### config.mk
export PLATFORM = sky130hd
export DESIGN_NAME = led_mode_sequencer
export DESIGN_NICKNAME = d
export VERILOG_FILES = /design/src/rtl/led_seq_pkg.sv /design/src/rtl/btn_debounce.sv /design/src/rtl/led_mode_sequencer.sv
export SDC_FILE = /design/constraint.sdc
export NUM_CORES = 1
export LEC_CHECK = 0
export ABC_AREA = 0
export CELL_PAD_IN_SITES_DETAIL_PLACEMENT = 2
export CELL_PAD_IN_SITES_GLOBAL_PLACEMENT = 2
export CORE_AREA = 2 2 87 89
export DETAILED_ROUTE_END_ITERATION = 10
export DIE_AREA = 0 0 89 91
export GPL_TIMING_DRIVEN = 0
export HOLD_SLACK_MARGIN = 0.02
export PLACE_DENSITY = 0.88
export SYNTH_ARGS = -nofsm -noshare
export SYNTH_HDL_FRONTEND = slang
export SYNTH_SLANG_ARGS = --single-unit
### constraint.sdc
create_clock -name clk -period 3.7 [get_ports clk]
set_input_delay 0.555 -clock clk [delete_from_list [all_inputs] [get_ports clk]]
set_output_delay 0.555 -clock clk [all_outputs]
set_load 0.02 [all_outputs]
### src/rtl/led_seq_pkg.sv
// rtl/led_seq_pkg.sv - display mode enum and shared widths for led_mode_sequencer
package led_seq_pkg;

  localparam int LED_MODE_W = 2;

  typedef enum logic [LED_MODE_W-1:0] {
    MODE_PASS   = 2'd0,
    MODE_INVERT = 2'd1,
    MODE_ROTATE = 2'd2,
    MODE_BLINK  = 2'd3
  } led_mode_t;

endpackage

### src/rtl/btn_debounce.sv
// rtl/btn_debounce.sv - button synchronizer, optional debouncer and rising-edge press pulse
// Debouncer present only when LED_SEQ_DEBOUNCE_EN is defined; otherwise db is the synchronized level.
module btn_debounce #(
  parameter int DEBOUNCE_CYCLES = 16
) (
  input  logic clk,
  input  logic rst_n,
  input  logic btn,
  output logic db,
  output logic press
);

  logic sync1, sync2, db_q;

  always_ff @(posedge clk or negedge rst_n) begin
    if (!rst_n) begin
      sync1 <= 1'b0;
      sync2 <= 1'b0;
    end else begin
      sync1 <= btn;
      sync2 <= sync1;
    end
  end

`ifdef LED_SEQ_DEBOUNCE_EN
  localparam int CW = $clog2(DEBOUNCE_CYCLES + 1);
  localparam logic [CW-1:0] CNT_LAST = CW'(DEBOUNCE_CYCLES - 1);

  logic [CW-1:0] cnt;
  logic          db_r;

  // Counts consecutive disagreeing cycles; any agreeing cycle starts over.
  always_ff @(posedge clk or negedge rst_n) begin
    if (!rst_n) begin
      cnt  <= '0;
      db_r <= 1'b0;
    end else if (sync2 != db_r) begin
      if (cnt == CNT_LAST) begin
        cnt  <= '0;
        db_r <= ~db_r;
      end else begin
        cnt <= cnt + CW'(1);
      end
    end else begin
      cnt <= '0;
    end
  end

  assign db = db_r;
`else
  logic unused_debounce;
  assign unused_debounce = (DEBOUNCE_CYCLES > 0);
  assign db = sync2;
`endif

  always_ff @(posedge clk or negedge rst_n) begin
    if (!rst_n) db_q <= 1'b0;
    else        db_q <= db;
  end

  assign press = db & ~db_q;

endmodule

### src/rtl/led_mode_sequencer.sv
// rtl/led_mode_sequencer.sv - button-stepped LED mode sequencer: pass, invert, rotate, blink
// Button debouncing is enabled by defining LED_SEQ_DEBOUNCE_EN.
module led_mode_sequencer
  import led_seq_pkg::*;
#(
  parameter int WIDTH           = 10,
  parameter int TICK_DIV        = 50_000_000,
  parameter int DEBOUNCE_CYCLES = 16
) (
  input  logic                  clk,
  input  logic                  rst_n,
  input  logic [WIDTH-1:0]      sw,
  input  logic                  btn,
  output logic [WIDTH-1:0]      led,
  output logic [LED_MODE_W-1:0] mode
);

  localparam int PW = $clog2(TICK_DIV);
  localparam logic [PW-1:0] PRE_LAST = PW'(TICK_DIV - 1);

  led_mode_t        state, state_nxt;
  logic             press, btn_db_unused, tick, phase;
  logic [PW-1:0]    pre_cnt;
  logic [WIDTH-1:0] pattern;

  btn_debounce #(
    .DEBOUNCE_CYCLES(DEBOUNCE_CYCLES)
  ) u_btn (
    .clk   (clk),
    .rst_n (rst_n),
    .btn   (btn),
    .db    (btn_db_unused),
    .press (press)
  );

  always_ff @(posedge clk or negedge rst_n) begin
    if (!rst_n) state <= MODE_PASS;
    else        state <= state_nxt;
  end

  always_comb begin
    state_nxt = state;
    if (press) begin
      case (state)
        MODE_PASS:   state_nxt = MODE_INVERT;
        MODE_INVERT: state_nxt = MODE_ROTATE;
        MODE_ROTATE: state_nxt = MODE_BLINK;
        MODE_BLINK:  state_nxt = MODE_PASS;
      endcase
    end
  end

  always_comb begin
    mode = state;
  end

  // A press restarts the animation period so each mode starts on a full interval.
  always_ff @(posedge clk or negedge rst_n) begin
    if (!rst_n)                           pre_cnt <= '0;
    else if (press || pre_cnt == PRE_LAST) pre_cnt <= '0;
    else                                  pre_cnt <= pre_cnt + PW'(1);
  end

  assign tick = (pre_cnt == PRE_LAST) && !press;

  always_ff @(posedge clk or negedge rst_n) begin
    if (!rst_n) begin
      pattern <= '0;
      phase   <= 1'b1;
    end else begin
      if (press && state_nxt == MODE_ROTATE)
        pattern <= sw;
      else if (tick && state == MODE_ROTATE)
        pattern <= {pattern[WIDTH-2:0], pattern[WIDTH-1]};

      if (press && state_nxt == MODE_BLINK)
        phase <= 1'b1;
      else if (tick && state == MODE_BLINK)
        phase <= ~phase;
    end
  end

  always_ff @(posedge clk or negedge rst_n) begin
    if (!rst_n) begin
      led <= '0;
    end else begin
      case (state)
        MODE_PASS:   led <= sw;
        MODE_INVERT: led <= ~sw;
        MODE_ROTATE: led <= pattern;
        MODE_BLINK:  led <= phase ? sw : '0;
      endcase
    end
  end

endmodule

* After elaboration in Yosys (flattened, before gate mapping)
Cells that the tools add are included.
Storage, ports and cells: bits in registers 52, word-level logic and storage cells 38, input port bits 13
Operators by class: reduce and logical (&&, ||, !) cells 10, multiplexer cells 9, bitwise logic cells 4, $add $sub $neg 1, equal/unequal tests 6
Operators with widths (number):
- 10-bit case mux with 4 select lines | 1
- 10-bit 2-to-1 mux | 3
- 26-bit by 1-bit adder with 26-bit output (second input constant) | 1
- 26-bit equality test (second input constant) | 1
- 26-bit 2-to-1 mux | 1
- 10-bit inverter | 1
- 2-bit equality test (second input constant) | 4
- 2-bit case mux with 4 select lines | 1
- 1-bit logical AND | 5
- 2-bit nonzero test | 2
- 2-bit by 1-bit equality test with 1-bit output (second input constant) | 1
- 2-bit logical NOT | 1
- 1-bit 2-to-1 mux | 2
- 2-bit 2-to-1 mux | 1
- 1-bit inverter | 2
- 1-bit AND | 1
- 1-bit logical NOT | 1
- 1-bit logical OR | 1

* Logic depth before layout (Yosys ltp)
Gate-level depths: netlist of the first run.
depth in word-level cells 7, mapped depth 7, gate-level depth less buffers 6

* Modules after synthesis
Synthesis of the first run repeated with hierarchy kept, for this count alone.
Unflattened totals: cell total of the unflattened synthesis 287, area total of the unflattened synthesis 2726.4 um2
Modules (own cells, without submodules):
- led_mode_sequencer | sequential area each 1227.4 um2, cells each 283, times used 1, area each 2637.5 um2
- btn_debounce | sequential area each 75.1 um2, cells each 4, times used 1, area each 88.8 um2

* Worst setup path before layout of the first run
OpenSTA, ideal clock, no wires.
path kind register to register, from register pre_cnt[0], to register pattern[4], cell stages (with the launch flop) 8, setup slack 1.847 ns, setup time 0.082 ns, arrival 1.771 ns, clock period less this slack 1.853 ns, path buffers 2, cell sequence dfrtp_1 > ha_1 > and4_2 > nand3_1 > clkbuf_1 > clkbuf_1 > o31ai_1 > a31oi_1
Between the ends: cells in the longest elaborated chain, start to end 4
Ends and longest elaborated chain:
- start, declared | line led_mode_sequencer.sv:23 | logic [PW-1:0] pre_cnt;
- start signal, assigned | line led_mode_sequencer.sv:61 | else pre_cnt <= pre_cnt + PW'(1);
- 26-bit equality test | line led_mode_sequencer.sv:64 | assign tick = (pre_cnt == PRE_LAST) && !press;
- 1-bit logical AND | line led_mode_sequencer.sv:64
- 1-bit logical AND | line led_mode_sequencer.sv:73 | else if (tick && state == MODE_ROTATE)
- 2-bit nonzero test (no line)
- end signal, assigned | line led_mode_sequencer.sv:72 | pattern <= sw;
- end signal, assigned | line led_mode_sequencer.sv:74 | pattern <= {pattern[WIDTH-2:0], pattern[WIDTH-1]};
- end, declared | line led_mode_sequencer.sv:24 | logic [WIDTH-1:0] pattern;
No other way between the ends. A chain may end at the register's enable or synchronous reset.

* Worst setup path in the final report of the first run
from register pre_cnt[11], to register pre_cnt[5]
Between the ends: cells in the longest elaborated chain, start to end 3
Ends and longest elaborated chain:
- 26-bit equality test | line led_mode_sequencer.sv:60 | else if (press || pre_cnt == PRE_LAST) pre_cnt <= '0;
- 1-bit logical OR | line led_mode_sequencer.sv:60
- 26-bit 2-to-1 mux | line led_mode_sequencer.sv:60
No other way between the ends.

==> results.py, run 1 <==
metrics = {
    "finish": {
        "drive_above_1_share_pct": 8.39,
        "fin_nets": 339,
        "final_cell_area_um2": 3200,
        "nFillCells": 802,
        "area_growth_pct": 18.3,
        "num_antenna_cells": 0,
    },
    "logic_synthesis": {
        "synth_warnings": 0,
        "ys.flop_type": "dfrtp_1",
        "synth_edf_count": 0,
        "synth_nets": 307,
        "syn_avg_cell_area_um2": 9.35,
        "synth-simple-area-share_pct": 24.3,
        "synth_top_family_by_area": "simple AND/OR/NAND/NOR gates",
        "synth-async-reset-ratio_pct": 100,
        "synth_top_area_share_pct": 47.2,
        "synth_compound_area_share_pct": 15.7,
        "synth.area.top_cells": "dfrtp_1 47%, nand4_1 5.6%, nor2_1 4.0%",
        "synthMuxAreaShare_pct": 0.741,
        "yosysTopAreaCell": "dfrtp_1",
        "netlist_area_um2": 2700,
        "yosys.area_share.adder_pct": 2.32,
        "ys_types": 44,
        "yosys.area_share.xor_xnor_pct": 4.21,
        "yosysSeqAreaShare_pct": 48.2,
        "synth_cells": 289,
        "synth-seq-cells": 52,
    },
    "sta": {
        "fin_crit_ns": 2.47,
        "report.final.hold_viol_count": 0,
        "fin_crit_sh_pct": 66.8,
        "finClkSkew_ns": 0.0202,
        "setup_viol": 0,
        "grt_setup_unrepaired": "no",
        "worst_pin_slew_ns": 0.744,
        "fin_tns_setup_ns": 0,
        "maxSlewHeadroom_pct": 50.1,
        "slew_viol_final": 0,
        "fmax_mhz": 405,
    },
    "place": {
        "place.gp.congestion": 0.777,
        "port_buffers": 24,
        "placed_cell_area_um2": 3080,
        "hpwl_um": 6140,
    },
    "drt": {
        "avgViaCountPerCell": 5.93,
        "wl_per_cell_um": 20.6,
        "first_pass_iters": 4,
        "drt_iter0_markers": 66,
        "route.detailed.drc": 0,
        "antenna_left": 0,
        "num_vias": 2498,
        "wirelength_um": 8690,
    },
    "power_and_ir_drop": {
        "p_seq_share_pct": 43.2,
        "p_sw_uw": 705,
        "ir_worst_vdd_uv": 144,
        "combPwrFrac_pct": 34.3,
        "leakage_uw": 0.00127,
        "pwr-share-clk_pct": 22.5,
        "p_int_uw": 1180,
        "sw_frac_of_total_pct": 37.4,
        "power_density_nw_per_um2": 590,
        "total_power_uw": 1890,
    },
    "cts": {
        "cts_buffer_depth": 2,
        "hold_buffers": 0,
        "cts-htree-levels": 2,
        "clk_latency_ns": 0.33,
        "cts_sinks": 52,
        "cts_setup_buffers": 0,
        "cts_buffers": 5,
        "clk_pin_slew_worst_paths_ns": 0.12,
        "root_buffer": "clkbuf_8",
        "cts_tree": "yes",
        "cts_resized": 0,
    },
    "floorplan": {
        "coreArea_um2": 7140,
        "io_pins": 25,
        "fp-row-count": 31,
        "die_area_um2": 8100,
        "die_x_um": 89,
        "start_util_pct": 37.9,
        "die_h_um": 91,
    },
    "grt": {
        "grt_pass1_vias": 2772,
        "track_usage_pct": 22.8,
        "overflow": 0,
        "grt_max_degree": 36,
        "antenna_found_initial": 0,
        "grt_pass1_wl_um": 14200,
    },
    "worst_setup_path": {
        "critPathKind": "flip-flop to flip-flop",
        "critPathLaunchType": "flip-flop",
        "critPathCaptureType": "flip-flop",
        "crit_fanout": 10,
        "crit_required_ns": 3.90,
        "cp.arrival_ns": 2.67,
    },
    "hold_path": {
        "hp-class": "input pin to async pin",
    },
    "status": {
        "run_status": "complete, no violations",
    },
    "flow_run": {
        "cap_viol_max_count": 0,
    },
}
-- area by class of cell --
type	instances	area [um^2]	share of cell area, %
sequential	52	1300	40.8
multi-input combinational	206	1280	40.0
timing repair buffer	25	255	7.99
tap	99	124	3.88
clock buffer	5	68.8	2.15
buffer	15	61.3	1.92
inverter	16	60.1	1.88
clock inverter	3	46.3	1.45
-- worst max-delay path, cell delays in order, from the launching register on --
cell and delay, ns:
dfrtp_1 0.46, nor4b_1 0.66, nand4_1 0.29, o21ai_1 0.52, buf_2 0.35, nor2_1 0.08
-- flip-flops by register name, summed over array words and instances, names as in the netlist --
name,flops
mode,2
led,10
u_btn.db,1
u_btn.db_q,1
phase,1
u_btn.sync1,1
pre_cnt,26
pattern,10
-- placed cells by master, fill, tap and decap left out, drive strengths merged, types with 11 or more instances in the layout --
cell,count
o31ai,13
clkdlybuf4s50,23
clkbuf,16
dfrtp,51
nor2,29
nand4,24
o21ai,16
a21oi,11
inv,17
nand2,22
-- metrics by stage --
stage | hold slack [ns] | cells | utilization [%] | worst slack (ns)
2_1_floorplan | 0.259 | 289 | - | 1.85
3_3_place_gp | 0.334 | 412 | 43.0 | 0.403
4_1_cts | 0.183 | 421 | 44.8 | 1.19
3_5_place_dp | 0.369 | 413 | 43.2 | 1.28
6_report | 0.170 | 421 | 44.8 | 1.23
5_1_grt | 0.199 | 421 | 44.8 | 1.04
-- cell usage after synthesis, types with 3 or more instances --
master	count
dfrtp_1	51
nor2_1	29
nand4_1	24
nand2_1	22
inv_1	16
o21ai_0	15
o31ai_1	13
a21oi_1	10
a22oi_1	10
clkbuf_1	10
a31oi_1	9
nand3_1	9
xnor2_1	7
xor2_1	6
ha_1	5
and3_1	4
nor3_1	4
nor4_1	4
or4_1	4
buf_2	3
or2_2	3
or3_1	3
-- routing by layer --
| layer | global-route usage [%] | share of wire (%) | vias up |
|---|---|---|---|
| li1 | - | - | 1129 |
| met1 | 26.5 | 41 | 1301 |
| met2 | 41.8 | 54 | 48 |
| met3 | 3.18 | 2.6 | 20 |
| met4 | 7.59 | 2.3 | 0 |
| met5 | 0 | 0 | - |
-- final timing paths --
path / startpoint / to / slack (ns) / cells past startpoint
max: pre_cnt[11] / pre_cnt[5] / 1.23 / 5
min: rst_n / led[2] / 0.17 / 1
max reg2reg: pre_cnt[11] / pre_cnt[5] / 1.23 / 5
min reg2reg: u_btn.sync1 / u_btn.db / 0.37 / 0
max in group asynchronous: rst_n / phase / 2.91 / 2
min in group clk: u_btn.sync1 / u_btn.db / 0.37 / 0
-- power by group through the flow --
stage,clock network [uW],logic [uW],registers (uW)
floorplan,0,303,874
global placement,0,605,815
detailed placement,0,646,827
CTS,433,657,817
global route,455,718,835
finish,424,646,816
-- cell families (layout without fill, tap and decap cells) --
group,Yosys count,count (layout)
and+or+nand+nor,120,120
AOI/OAI and AO/OA,66,66
DFF,52,52
buffers and inverters,31,64
xor gates and xnor gates,13,13
adders and majority gates,5,5
muxes,2,2
Note: power is estimated with default switching activity, not from simulation.
==> run 2: changes to the inputs <==
Settings changed: CORE_AREA 2 2 87 89 to 2 2 95 97, DIE_AREA 0 0 89 91 to 0 0 97 99, PLACE_DENSITY 0.88 to 0.79.
Clock period 3.7 ns to 2.1 ns, I/O delays scaled along.
==> run 2 against run 1 <==
Maximum frequency up 24%. Die area up 19%. Setup slack worse by 1.1 ns. Flip-flop and latch count unchanged.
==> results.py, run 2 (synthesized netlist as in run 1, its figures left out) <==
metrics = {
    "status": {
        "run_status": "complete, no violations",
    },
    "sta": {
        "slew_viol_final": 0,
        "fmax_mhz": 502,
        "report.final.hold_viol_count": 0,
        "worst_pin_slew_ns": 0.493,
        "grt_setup_unrepaired": "no",
        "maxSlewHeadroom_pct": 66.8,
        "fin_crit_ns": 1.99,
        "fin_crit_sh_pct": 94.8,
        "setup_viol": 0,
        "finClkSkew_ns": 0.0118,
        "fin_tns_setup_ns": 0,
    },
    "cts": {
        "cts_buffer_depth": 2,
        "clk_latency_ns": 0.31,
        "cts-htree-levels": 2,
        "cts_tree": "yes",
        "clk_pin_slew_worst_paths_ns": 0.10,
        "cts_sinks": 52,
        "root_buffer": "clkbuf_8",
        "cts_buffers": 5,
    },
    "finish": {
        "layout.cells.non_filler": 433,
        "mostFrequentLayoutCells": "48 x dfrtp_1, 29 x nor2_1, 24 x nand4_1, 23 x clkdlybuf4s50_1, 22 x nand2_1",
        "largest-register": "pre_cnt",
        "fin_nets": 342,
        "final_util_pct": 38.6,
        "drive_above_1_share_pct": 12.0,
        "largest_register_ffs": 26,
        "final_common_cell": "dfrtp_1",
        "area_growth_pct": 22.2,
        "reg_top3": "pre_cnt x26, led x10, pattern x10",
        "num_antenna_cells": 0,
    },
    "drt": {
        "wirelength_um": 7910,
        "drt_iter0_markers": 82,
        "antenna_left": 0,
        "wl_per_cell_um": 18.3,
        "first_pass_iters": 4,
        "avgViaCountPerCell": 5.58,
        "route.detailed.drc": 0,
        "num_vias": 2414,
    },
    "worst_setup_path": {
        "critPathKind": "flip-flop to flip-flop",
        "crit_required_ns": 2.34,
        "cp_cell_sequence": "nand3_4 > or4_4 > or4_4 > a21oi_2",
        "critPathLaunch": "pre_cnt[2]",
        "critPathLaunchType": "flip-flop",
        "critPathCaptureType": "flip-flop",
        "path_common_cell": "or4_4",
        "cp.arrival_ns": 2.23,
        "slowest_stage": "or4_4",
        "crit_buf_inv": 0,
        "path_delay_family": "simple AND/OR/NAND/NOR gates",
        "crit_fanout": 7,
        "r2r-start": "pre_cnt[2]",
        "worst_path_largest_cell_delay_ns": 0.60,
    },
    "grt": {
        "overflow": 0,
        "grt_pass1_wl_um": 13800,
        "grt_pass1_vias": 2655,
        "grt_max_degree": 38,
        "track_usage_pct": 17.3,
        "antenna_found_initial": 0,
    },
    "place": {
        "place.gp.congestion": 0.788,
        "port_buffers": 24,
        "placed_cells": 422,
        "hpwl_um": 5620,
    },
    "floorplan": {
        "die_x_um": 97,
        "die_area_um2": 9600,
        "coreArea_um2": 8550,
        "io_pins": 25,
        "start_util_pct": 31.6,
        "fp-row-count": 34,
        "die_h_um": 99,
    },
    "power_and_ir_drop": {
        "leakage_uw": 0.00131,
        "power_density_nw_per_um2": 987,
        "ir_worst_vdd_uv": 349,
        "total_power_uw": 3260,
    },
    "hold_path": {
        "hp-class": "flip-flop to flip-flop",
        "hold_path.startpoint": "u_btn.sync1",
    },
    "flow_run": {
        "cap_viol_max_count": 0,
    },
}
[run 2: cell count changes in the layout (fill, tap and decap cells not counted), moves of 2 or more]
cell | previous run | this run
buf_4 | 0 | 4
clkbuf_1 | 10 | 8
dfrtp_1 | 51 | 48
dfrtp_2 | 0 | 3
o31ai_1 | 13 | 11
o31ai_2 | 0 | 2
[run 2: routing by layer]
layer  part of all wire (%)  track usage (%)
met3                    2.3             2.98
met2                     54             32.1
met4                   0.25             2.82
met1                     44             21.3
met5                      0                0
[run 2: where the power goes]
| part | switching (uW) | internal (uW) | leakage [uW] |
|---|---|---|---|
| Combinational | 634 | 484 | 0.000601 |
| Clock | 345 | 358 | 0.0000524 |
| Sequential | 189 | 1250 | 0.000660 |
| Total | 1170 | 2090 | 0.00131 |
[run 2: final cells by class]
class	count	area, um^2
sequential	52	1310
timing repair buffer	28	280
fill	948	5250
buffer	15	72.6
clock inverter	1	30.0
multi-input combinational	206	1340
tap	108	135
inverter	16	60.1
clock buffer	7	76.3
[run 2: per-stage QoR]
| stage | cell area, um^2 | setup WS [ns] | hold slack (ns) |
|---|---|---|---|
| floorplan | 2700 | 0.247 | 0.0194 |
| global placement | 3080 | -1.03 | 0.334 |
| detailed placement | 3090 | -0.259 | 0.273 |
| CTS | 3240 | 0.00793 | 0.362 |
| global route | 3300 | 0.000918 | 0.372 |
| finish | 3300 | 0.109 | 0.360 |
[run 2: repair_timing]
action	in CTS	in global routing
setup endpoints to repair	31	31
hold buffers	1	0
gates cloned	0	0
gates resized for setup	9	15
setup buffers	0	2
endpoints found under the hold margin	15	0
pin swaps	0	2
[run 2: final timing paths]
path,endpoint,cells after the start,slack [ns]
max reg2reg,pre_cnt[23],4,0.11
min in group asynchronous,led[7],2,0.46
min,u_btn.db,0,0.36
min reg2reg,u_btn.db,0,0.36
max in group asynchronous,phase,3,1.03
max,pre_cnt[23],4,0.11
==> run 3: changes to the inputs <==
Settings changed: CORE_AREA 2 2 95 97 to 2 2 87 106, DIE_AREA 0 0 97 99 to 0 0 89 108, PLACE_DENSITY 0.79 to 0.78.
==> run 3 against run 2 <==
Clock power decreased by 12%. Combinational power barely moved. Non-clock buffer count is the same. Setup slack better by 0.017 ns. Clock-buffer cell count unchanged. Clock skew is 0.0019 ns lower. Worst hold slack worse by 0.0028 ns. Critical path type unchanged. Critical endpoint unchanged. Largest cell class unchanged. Largest power group unchanged. Highest routed layer unchanged.
==> results.py, run 3 (synthesized netlist as in run 1, its figures left out) <==
metrics = {
    "grt": {
        "grt_pass1_wl_um": 13700,
        "antenna_found_initial": 0,
        "grt_pass1_vias": 2713,
        "grt_max_degree": 33,
        "track_usage_pct": 18.2,
        "overflow": 0,
    },
    "cts": {
        "cts_buffer_depth": 2,
        "cts_tree": "yes",
        "clk_pin_slew_worst_paths_ns": 0.10,
        "root_buffer": "clkbuf_8",
        "cts-htree-levels": 2,
        "cts_sinks": 52,
        "cts_buffers": 5,
        "clk_latency_ns": 0.31,
    },
    "worst_setup_path": {
        "path_common_cell": "or4_4",
        "crit_fanout": 6,
        "crit_required_ns": 2.34,
        "cp.arrival_ns": 2.22,
        "critPathLaunchType": "flip-flop",
        "reg2regPathDepth": 4,
        "r2r-start": "pre_cnt[7]",
        "cp_cell_sequence": "nand4_1 > or4_4 > or4_4 > a21oi_2",
        "critPathCaptureType": "flip-flop",
        "r2r-end": "pre_cnt[23]",
        "rrSetupSlack_ns": 0.13,
        "worst_path_largest_cell_delay_ns": 0.57,
        "slowest_stage": "or4_4",
        "critPathKind": "flip-flop to flip-flop",
    },
    "sta": {
        "fin_crit_ns": 1.97,
        "fin_crit_sh_pct": 94.0,
        "worst_pin_slew_ns": 0.575,
        "grt_setup_unrepaired": "no",
        "setup_viol": 0,
        "slew_viol_final": 0,
        "finClkSkew_ns": 0.00996,
        "maxSlewHeadroom_pct": 61.3,
        "fin_tns_setup_ns": 0,
        "report.final.hold_viol_count": 0,
        "fmax_mhz": 507,
    },
    "finish": {
        "fin_nets": 342,
        "reg_top3": "pre_cnt x26, led x10, pattern x10",
        "final_util_pct": 38.4,
        "largest-register": "pre_cnt",
        "largest_register_ffs": 26,
        "mostFrequentLayoutCells": "50 x dfrtp_1, 29 x nor2_1, 24 x nand4_1, 23 x clkdlybuf4s50_1, 22 x nand2_1",
        "drive_above_1_share_pct": 11.1,
        "num_antenna_cells": 0,
        "nFillCells": 982,
        "final_common_cell": "dfrtp_1",
        "area_growth_pct": 21.1,
    },
    "floorplan": {
        "die_h_um": 108,
        "fp-row-count": 37,
        "die_x_um": 89,
        "io_pins": 25,
        "die_area_um2": 9610,
        "start_util_pct": 31.7,
        "coreArea_um2": 8520,
    },
    "hold_path": {
        "hold_path_depth": 0,
        "min_to": "u_btn.db",
        "hold_path.startpoint": "u_btn.sync1",
        "hp-class": "flip-flop to flip-flop",
    },
    "power_and_ir_drop": {
        "ir_worst_vdd_uv": 278,
        "leakage_uw": 0.00130,
        "power_density_nw_per_um2": 969,
        "total_power_uw": 3170,
    },
    "drt": {
        "num_vias": 2383,
        "wirelength_um": 8010,
        "wl_per_cell_um": 18.1,
        "route.detailed.drc": 0,
        "drt_iter0_markers": 69,
        "avgViaCountPerCell": 5.39,
        "first_pass_iters": 4,
        "antenna_left": 0,
    },
    "place": {
        "place.gp.congestion": 0.767,
        "port_buffers": 24,
        "hpwl_um": 6000,
    },
    "status": {
        "run_status": "complete, no violations",
    },
    "flow_run": {
        "cap_viol_max_count": 0,
    },
}
-- run 3: changes by cell type in the layout (fill, tap and decap cells not counted), moves of 2 or more --
cell,before,now
dfrtp_1,48,50
dfrtp_2,3,1
o31ai_1,11,13
o31ai_2,2,0
-- run 3: report_power, final --
group / switching [uW] / internal, uW / total [uW]
clock: 350 / 269 / 619
combinational: 643 / 477 / 1120
sequential: 183 / 1250 / 1430
total: 1180 / 1990 / 3170
-- run 3: cell type report --
cell class                      count  area, um^2  share of cell area, %
Buffer                             14        67.6                   2.07
Clock buffer                        7        86.3                   2.64
Clock inverter                      1        7.51                  0.230
Inverter                           16        60.1                   1.84
Multi-Input combinational cell    206        1310                   40.1
Sequential cell                    52        1300                   39.9
Tap cell                          117         146                   4.48
Timing Repair Buffer               29         288                   8.80
-- run 3: worst max-delay path: cells and delay by family, from the launching register on --
kind | cells | cell delay (ns)
compound gates | 1 | 0.14
simple gates | 3 | 1.30
flops | 1 | 0.47
-- run 3: worst max path at each step --
stage           startpoint     endpoint  slack, ns  depth (start not counted)
2_1_floorplan   pre_cnt[0]   pattern[4]       0.25                          7
3_3_place_gp         rst_n   pre_cnt[3]      -1.00                          1
3_5_place_dp    pre_cnt[0]  pre_cnt[20]      -0.32                          7
4_1_cts        pre_cnt[16]  pre_cnt[12]      0.002                          5
5_1_grt           u_btn.db   pattern[6]      0.006                          6
6_report        pre_cnt[7]  pre_cnt[23]       0.13                          4
-- run 3: metal layers --
metal | share of wire [%] | vias up | wire, um | GRT usage (%)
li1 | - | 1125 | - | -
met1 | 41 | 1217 | 3320 | 21.8
met2 | 55 | 36 | 4430 | 34.2
met3 | 2.6 | 5 | 205 | 2.37
met4 | 0.71 | 0 | 57 | 4.05
met5 | 0 | - | 0 | 0
-- run 3: metrics by stage --
| step | worst slack [ns] | std cells | cell area, um^2 | hold WS [ns] |
|---|---|---|---|---|
| after floorplan | 0.247 | 289 | 2700 | 0.0194 |
| after global placement | -1.00 | 430 | 3090 | 0.333 |
| after detailed placement | -0.320 | 431 | 3100 | 0.330 |
| after CTS | 0.00199 | 440 | 3240 | 0.361 |
| after global routing | 0.00594 | 442 | 3270 | 0.378 |
| final | 0.126 | 442 | 3270 | 0.357 |
-- run 3: repair_timing --
item,CTS,global route
gates resized for setup,9,5
pin swaps,0,2
endpoints found under the setup margin,29,31
gates cloned,0,0
hold buffers,1,0
setup buffers,0,3
endpoints found under the hold margin,20,0
